[src/rtl/fp_flags_buffer_pkg.sv]
// Shared types for FPU exception-flag tracking: flag set layout, the FPU flag
// update record, and sqN / branch-provider types reused from the core.
package fp_flags_buffer_pkg;

    localparam int unsigned SQN_WIDTH = 7;

    localparam int unsigned FLAG_NX = 0;
    localparam int unsigned FLAG_UF = 1;
    localparam int unsigned FLAG_OF = 2;
    localparam int unsigned FLAG_DZ = 3;
    localparam int unsigned FLAG_NV = 4;

    typedef logic [SQN_WIDTH-1:0] SqN;

    typedef struct packed {
        logic taken;
        SqN   sqN;
    } BranchProv;

    typedef struct packed {
        logic nv;
        logic dz;
        logic of;
        logic uf;
        logic nx;
    } FpFlags;

    typedef struct packed {
        logic   valid;
        SqN     sqN;
        FpFlags flags;
    } FpFlagsUpdate;

    // True when a is strictly younger than b in wrap-around sqN order.
    function automatic logic sqn_newer(input SqN a, input SqN b);
        SqN diff;
        diff = a - b;
        return !diff[SQN_WIDTH-1] && (diff != '0);
    endfunction

endpackage

[src/rtl/fp_flags_commit_or.sv]
// Commit-side lookup: matches each commit slot against its entry tag and
// ORs the flags of every matching entry into one accumulated set.
module fp_flags_commit_or
    import fp_flags_buffer_pkg::*;
#(
    parameter int unsigned DEPTH    = 64,
    parameter int unsigned COMMIT_W = 4,
    parameter int unsigned SQN_W    = 7,
    localparam int unsigned IDX_W   = $clog2(DEPTH),
    localparam int unsigned CW_IDX  = (COMMIT_W > 1) ? $clog2(COMMIT_W) : 1
) (
    input  logic [DEPTH-1:0]               ent_valid_i,
    input  logic [DEPTH-1:0][SQN_W-1:0]    ent_tag_i,
    input  FpFlags [DEPTH-1:0]             ent_flags_i,
    input  logic [COMMIT_W-1:0]            com_valid_i,
    input  logic [COMMIT_W-1:0][SQN_W-1:0] com_sqn_i,
    output FpFlags                         acc_o,
    output logic [COMMIT_W-1:0][IDX_W-1:0] clr_idx_o,
    output logic [COMMIT_W-1:0]            clr_valid_o
);

    logic [IDX_W-1:0] idx;

    always_comb begin
        acc_o       = '0;
        clr_idx_o   = '0;
        clr_valid_o = '0;
        idx         = '0;
        for (int unsigned i = 0; i < COMMIT_W; i++) begin
            idx = com_sqn_i[CW_IDX'(i)][IDX_W-1:0];
            clr_idx_o[CW_IDX'(i)] = idx;
            // Non-FP uops land here too; a stale or foreign tag simply misses.
            if (com_valid_i[CW_IDX'(i)] && ent_valid_i[idx]
                && (ent_tag_i[idx] == com_sqn_i[CW_IDX'(i)])) begin
                clr_valid_o[CW_IDX'(i)] = 1'b1;
                acc_o = acc_o | ent_flags_i[idx];
            end
        end
    end

endmodule

[src/rtl/fp_flags_buffer.sv]
// Holds per-uop FPU exception flags speculatively until commit, then ORs
// them into the architectural fflags; also serves CSR reads/writes of fflags.
module fp_flags_buffer
    import fp_flags_buffer_pkg::*;
#(
    parameter int unsigned DEPTH    = 64,
    parameter int unsigned COMMIT_W = 4,
    parameter int unsigned SQN_W    = 7
) (
    input  logic                           clk,
    input  logic                           rst,
    input  BranchProv                      IN_branch,
    input  logic                           IN_upd_valid,
    input  logic [SQN_W-1:0]               IN_upd_sqN,
    input  logic [4:0]                     IN_upd_flags,
    input  logic [COMMIT_W-1:0]            IN_com_valid,
    input  logic [COMMIT_W-1:0][SQN_W-1:0] IN_com_sqN,
    input  logic                           IN_csr_we,
    input  logic [4:0]                     IN_csr_wdata,
    output logic [4:0]                     OUT_fflags,
    output logic                           OUT_pending
);

    localparam int unsigned IDX_W  = $clog2(DEPTH);
    localparam int unsigned CW_IDX = (COMMIT_W > 1) ? $clog2(COMMIT_W) : 1;

    logic [DEPTH-1:0]            valid_q, valid_d;
    logic [DEPTH-1:0][SQN_W-1:0] tag_q, tag_d;
    FpFlags [DEPTH-1:0]          flags_q, flags_d;
    FpFlags                      fflags_q, fflags_d;
    logic                        pending_q, pending_d;

    FpFlags                         acc;
    logic [COMMIT_W-1:0][IDX_W-1:0] clr_idx;
    logic [COMMIT_W-1:0]            clr_valid;

    logic             upd_en;
    logic [IDX_W-1:0] upd_idx;

    fp_flags_commit_or #(
        .DEPTH    (DEPTH),
        .COMMIT_W (COMMIT_W),
        .SQN_W    (SQN_W)
    ) u_commit_or (
        .ent_valid_i (valid_q),
        .ent_tag_i   (tag_q),
        .ent_flags_i (flags_q),
        .com_valid_i (IN_com_valid),
        .com_sqn_i   (IN_com_sqN),
        .acc_o       (acc),
        .clr_idx_o   (clr_idx),
        .clr_valid_o (clr_valid)
    );

    assign upd_idx = IN_upd_sqN[IDX_W-1:0];
    assign upd_en  = IN_upd_valid && !(IN_branch.taken && sqn_newer(IN_upd_sqN, IN_branch.sqN));

    always_comb begin
        valid_d = valid_q;
        tag_d   = tag_q;
        flags_d = flags_q;

        for (int unsigned i = 0; i < COMMIT_W; i++) begin
            if (clr_valid[CW_IDX'(i)]) begin
                valid_d[clr_idx[CW_IDX'(i)]] = 1'b0;
            end
        end

        if (IN_branch.taken) begin
            for (int unsigned e = 0; e < DEPTH; e++) begin
                if (valid_q[IDX_W'(e)] && sqn_newer(tag_q[IDX_W'(e)], IN_branch.sqN)) begin
                    valid_d[IDX_W'(e)] = 1'b0;
                end
            end
        end

        // Applied last so a same-index update overrides a commit clear or flush.
        if (upd_en) begin
            valid_d[upd_idx] = 1'b1;
            tag_d[upd_idx]   = IN_upd_sqN;
            flags_d[upd_idx] = IN_upd_flags;
        end

        fflags_d  = (IN_csr_we ? FpFlags'(IN_csr_wdata) : fflags_q) | acc;
        pending_d = |valid_d;
    end

    always_ff @(posedge clk or negedge rst) begin
        if (!rst) begin
            valid_q   <= '0;
            fflags_q  <= '0;
            pending_q <= 1'b0;
        end else begin
            valid_q   <= valid_d;
            fflags_q  <= fflags_d;
            pending_q <= pending_d;
        end
    end

    always_ff @(posedge clk) begin
        tag_q   <= tag_d;
        flags_q <= flags_d;
    end

    assign OUT_fflags  = fflags_q;
    assign OUT_pending = pending_q;

endmodule

[config.mk]
export PLATFORM = sky130hd
export DESIGN_NAME = fp_flags_buffer
export DESIGN_NICKNAME = d
export VERILOG_FILES = /design/src/rtl/fp_flags_buffer_pkg.sv /design/src/rtl/fp_flags_commit_or.sv /design/src/rtl/fp_flags_buffer.sv
export SDC_FILE = /design/constraint.sdc
export NUM_CORES = 2
export LEC_CHECK = 0
export CAP_MARGIN = 10
export CORE_ASPECT_RATIO = 1.75
export CORE_MARGIN = 1
export CORE_UTILIZATION = 30
export CTS_CLUSTER_DIAMETER = 40
export CTS_CLUSTER_SIZE = 28
export DETAILED_ROUTE_END_ITERATION = 8
export GPL_TIMING_DRIVEN = 0
export SYNTH_ARGS = -nofsm -noshare
export SYNTH_HDL_FRONTEND = slang
export SYNTH_HIERARCHICAL = 1
export SYNTH_SLANG_ARGS = --single-unit
[constraint.sdc]
create_clock -name clk -period 7.25 [get_ports clk]
set_input_delay 1.45 -clock clk [delete_from_list [all_inputs] [get_ports clk]]
set_output_delay 1.45 -clock clk [all_outputs]
set_load 0.02 [all_outputs]
==> impl_results.md <==
* Total global routing track utilization at 0.441
* Final setup fails at 1
* Post-synth top cells: edfxtp_1 (768), mux4_2 (692), ha_1 (390)
* Crit path capture type: flip-flop
* Hold Path Stages at 1
* Total Nets Final at 6444
* Relative slew slack at -0.0216
* RSZ-0062 raised after global routing: no
* FFs w/ async S/R, synth at 0.0835
* Die X-Extent at 364 µm
* Crit start category: input port
* Post-DP HPWL at 404000 µm
* Clk root buf: clkbuf_16
* Fin worst setup slack at -378 ps
* Core ar. at 228000 µm²
* Post-DR wirelength/cell at 56.4 µm
* Final Wtd Congestion at 1.16
* Number of enable flip-flop cells after synthesis at 768
* CTS tree: yes
* Req. time, crit path at 7900 ps
* Total grt overflow at 0
* Max_cap viols at 2
* Yosys warnings at 6
* Register area share after synthesis at 0.360
* HP Class: reg2reg
* Cell with the most instances after synthesis: edfxtp_1
* Library cell with the largest summed area after synthesis: edfxtp_1
* Worst R2R Start: tag_q[58]
* Initial antenna violation count at 90
* Critical path class: in2reg
* Synth Cell Area at 68900 µm²
* Largest cells by area after synthesis: edfxtp_1 (33%), mux4_2 (23%), ha_1 (7.1%)
* Failing checks: max-capacitance violations, max-slew violations, negative setup slack
* Critical Path Fanout Max at 10
* Sequential share of power at 0.352
* DRC Markers at 0
* Beginning of the critical path: IN_com_sqN[1]
* Internal Dissipation at 10.1 mW
* Total CTS buffers at 115
* FF+latch count, synth at 838
* Initial DRC Count at 9140
* Hold buffers post-CTS at 0
* Detailed-route via count at 64000
* FMAX at 0.131 GHz
* Hold Crit Endpoint: valid_q[10]
* Vias in the first global route at 60900
* Via density at 7.00
* Layout cell share with drive strength beyond 1 at 0.288
* PortBufs at 50
* Synth Net Count at 6088
* Post-Syn Instances at 5572
* Area share of the largest cell type after synthesis at 0.335
* Post-route ant nets at 0
* Final hold vios at 0
* Die area at 232000 µm²
* Clock tree buffer depth at 3
* Leakage at 29.1 nW
* Pwr Total at 15.4 mW
* Starting density of the core at 0.302
* Fin util at 0.364
* RR Endpoint: OUT_pending
* First-pass GRT wire length at 651000 µm
* Power density cells at 186 nW/µm²
* Row Count at 232
* Sw Pwr at 5.36 mW
* Detailed Route WL at 515000 µm
* Comb power frac at 0.237
* Most common flop cell mapped by yosys: edfxtp_1
* Slew @ Worst Pin at 1530 ps
* Tcrit/Tclk final at 1.05
* Worst vdd ir at 244 µV
* Status: complete, but fails checks
* H-tree levels at 3
* Net switching fraction of the power at 0.347
* R2r setup slk at 320 ps
* Clock power share at 0.412
* R2R cell count at 16
* Layout area overhead at 20.6%
* First drt pass iteration count at 8
* Clock transition at path regs at 70 ps
* Chip Height at 636 µm
* Tmin final at 7630 ps
* Syn Area/Cell at 12.4 µm²
* Skew-Pair Late Insertion Delay at 820 ps
* Worst EP arrival at 8270 ps
* Synth unique cells at 104
* Clock sinks at 838
* Worst Clk Skew at 88.0 ps
* Slew Viols, Final at 17
* HP Start: valid_q[10]
* Io pins at 67
* Largest net degree at the start of global routing at 50
-- worst max-delay path, cell delays in order --
cell	delay [ps]
buf_4	280
and2_2	580
clkbuf_4	580
a22oi_1	350
o22ai_1	250
nor3_1	80
nor2_1	350
mux2i_1	160
xnor2_1	300
o2111ai_4	190
nor2_4	170
buf_12	140
nand2b_1	160
nor3b_4	620
a21oi_1	230
nand3_1	280
o22ai_2	380
nor4_4	460
nand4_1	440
or4b_4	700
-- per-stage QoR --
step	area [µm²]	setup TNS [ps]	std cells	worst slack, ps	hold WS [ps]
5_1_grt	83000	0	9083	68.4	557
2_1_floorplan	68900	0	5572	3.43	496
3_5_place_dp	76200	-158760	8806	-4840	515
6_report	83100	-378	9132	-378	551
3_3_place_gp	73200	-3912260	8664	-6860	511
4_1_cts	82300	0	9051	0.712	546
-- registers in the layout (all words and copies together), names as in the netlist --
register     flops
OUT_pending      1
flags_q        320
tag_q          448
OUT_fflags       5
valid_q         64
-- placed cells by master (no fill, tap or decap), types with 35 or more instances in the layout --
cell / count
edfxtp_1: 768
mux4_2: 692
ha_1: 390
a21oi_1: 291
inv_1: 284
nor2_1: 228
nand2_1: 220
o21ai_0: 210
mux2i_1: 161
xnor2_1: 157
buf_4: 122
clkbuf_16: 117
a21o_1: 111
nand3_1: 109
o22ai_1: 107
nand2b_1: 101
xor2_1: 78
buf_8: 77
buf_6: 72
dfrtp_1: 70
nor2b_1: 67
fa_1: 65
nor3_1: 62
buf_2: 61
clkbuf_1: 60
diode_2: 59
o211ai_1: 59
o2111ai_1: 58
a211oi_1: 46
buf_16: 46
buf_12: 43
nor2_2: 41
mux2_2: 41
a22oi_1: 41
a31oi_1: 40
clkbuf_2: 36
nand4_1: 35
-- cell type report --
cell class                 instances  area [µm²]
antenna                           59         148
clock buffer                     125        3000
sequential                       838       24800
timing repair buffer             248        3500
clock inverter                    95        1260
tap                             3042        3810
inverter                         297        1160
buffer                           338        2850
multi-input combinational       4090       42600
fill                           22300      145000
-- per-layer routing --
layer / vias to the layer above / track usage / share of wire
met2: 5659 / 0.672 / 0.45
met5: - / 0.00759 / 0.00059
met4: 26 / 0.530 / 0.15
met3: 2567 / 0.163 / 0.099
li1: 23400 / - / -
met1: 32300 / 0.422 / 0.30
-- repair_timing --
| item | CTS | global route |
|---|---|---|
| buffers inserted | 32 | 16 |
| pin swaps | 21 | 21 |
| resized for setup | 455 | 141 |
| setup endpoints to repair | 67 | 1 |
-- logic make-up (layout without fill, tap and decap cells) --
group / count (synthesis) / count (layout) / synth area share
compound gates: 1293 / 1293 / 0.126
xor+xnor: 236 / 236 / 0.0300
fa+ha+maj: 455 / 455 / 0.0897
buf+inv: 644 / 1103 / 0.0422
flops: 838 / 838 / 0.360
mux: 920 / 920 / 0.263
other cells: 0 / 59 / 0
simple gates: 1186 / 1186 / 0.0895
-- worst max path at each step --
| stage | slack (ps) | depth (start not counted) | to |
|---|---|---|---|
| 2_1_floorplan | 3 | 12 | OUT_pending |
| 3_3_place_gp | -6860 | 18 | OUT_pending |
| 3_5_place_dp | -4840 | 19 | OUT_pending |
| 4_1_cts | 0.7 | 22 | OUT_pending |
| 5_1_grt | 70 | 22 | OUT_pending |
| 6_report | -380 | 20 | OUT_pending |
-- power by group through the flow --
stage	Sequential, mW	Clock [mW]	Combinational (mW)
5_1_grt	5.42	6.53	3.62
6_report	5.42	6.35	3.65
3_3_place_gp	5.54	0	3.13
3_5_place_dp	5.52	0	3.26
4_1_cts	5.41	6.38	3.38
2_1_floorplan	5.47	0	1.63
Note: power is estimated with default switching activity, not from simulation.
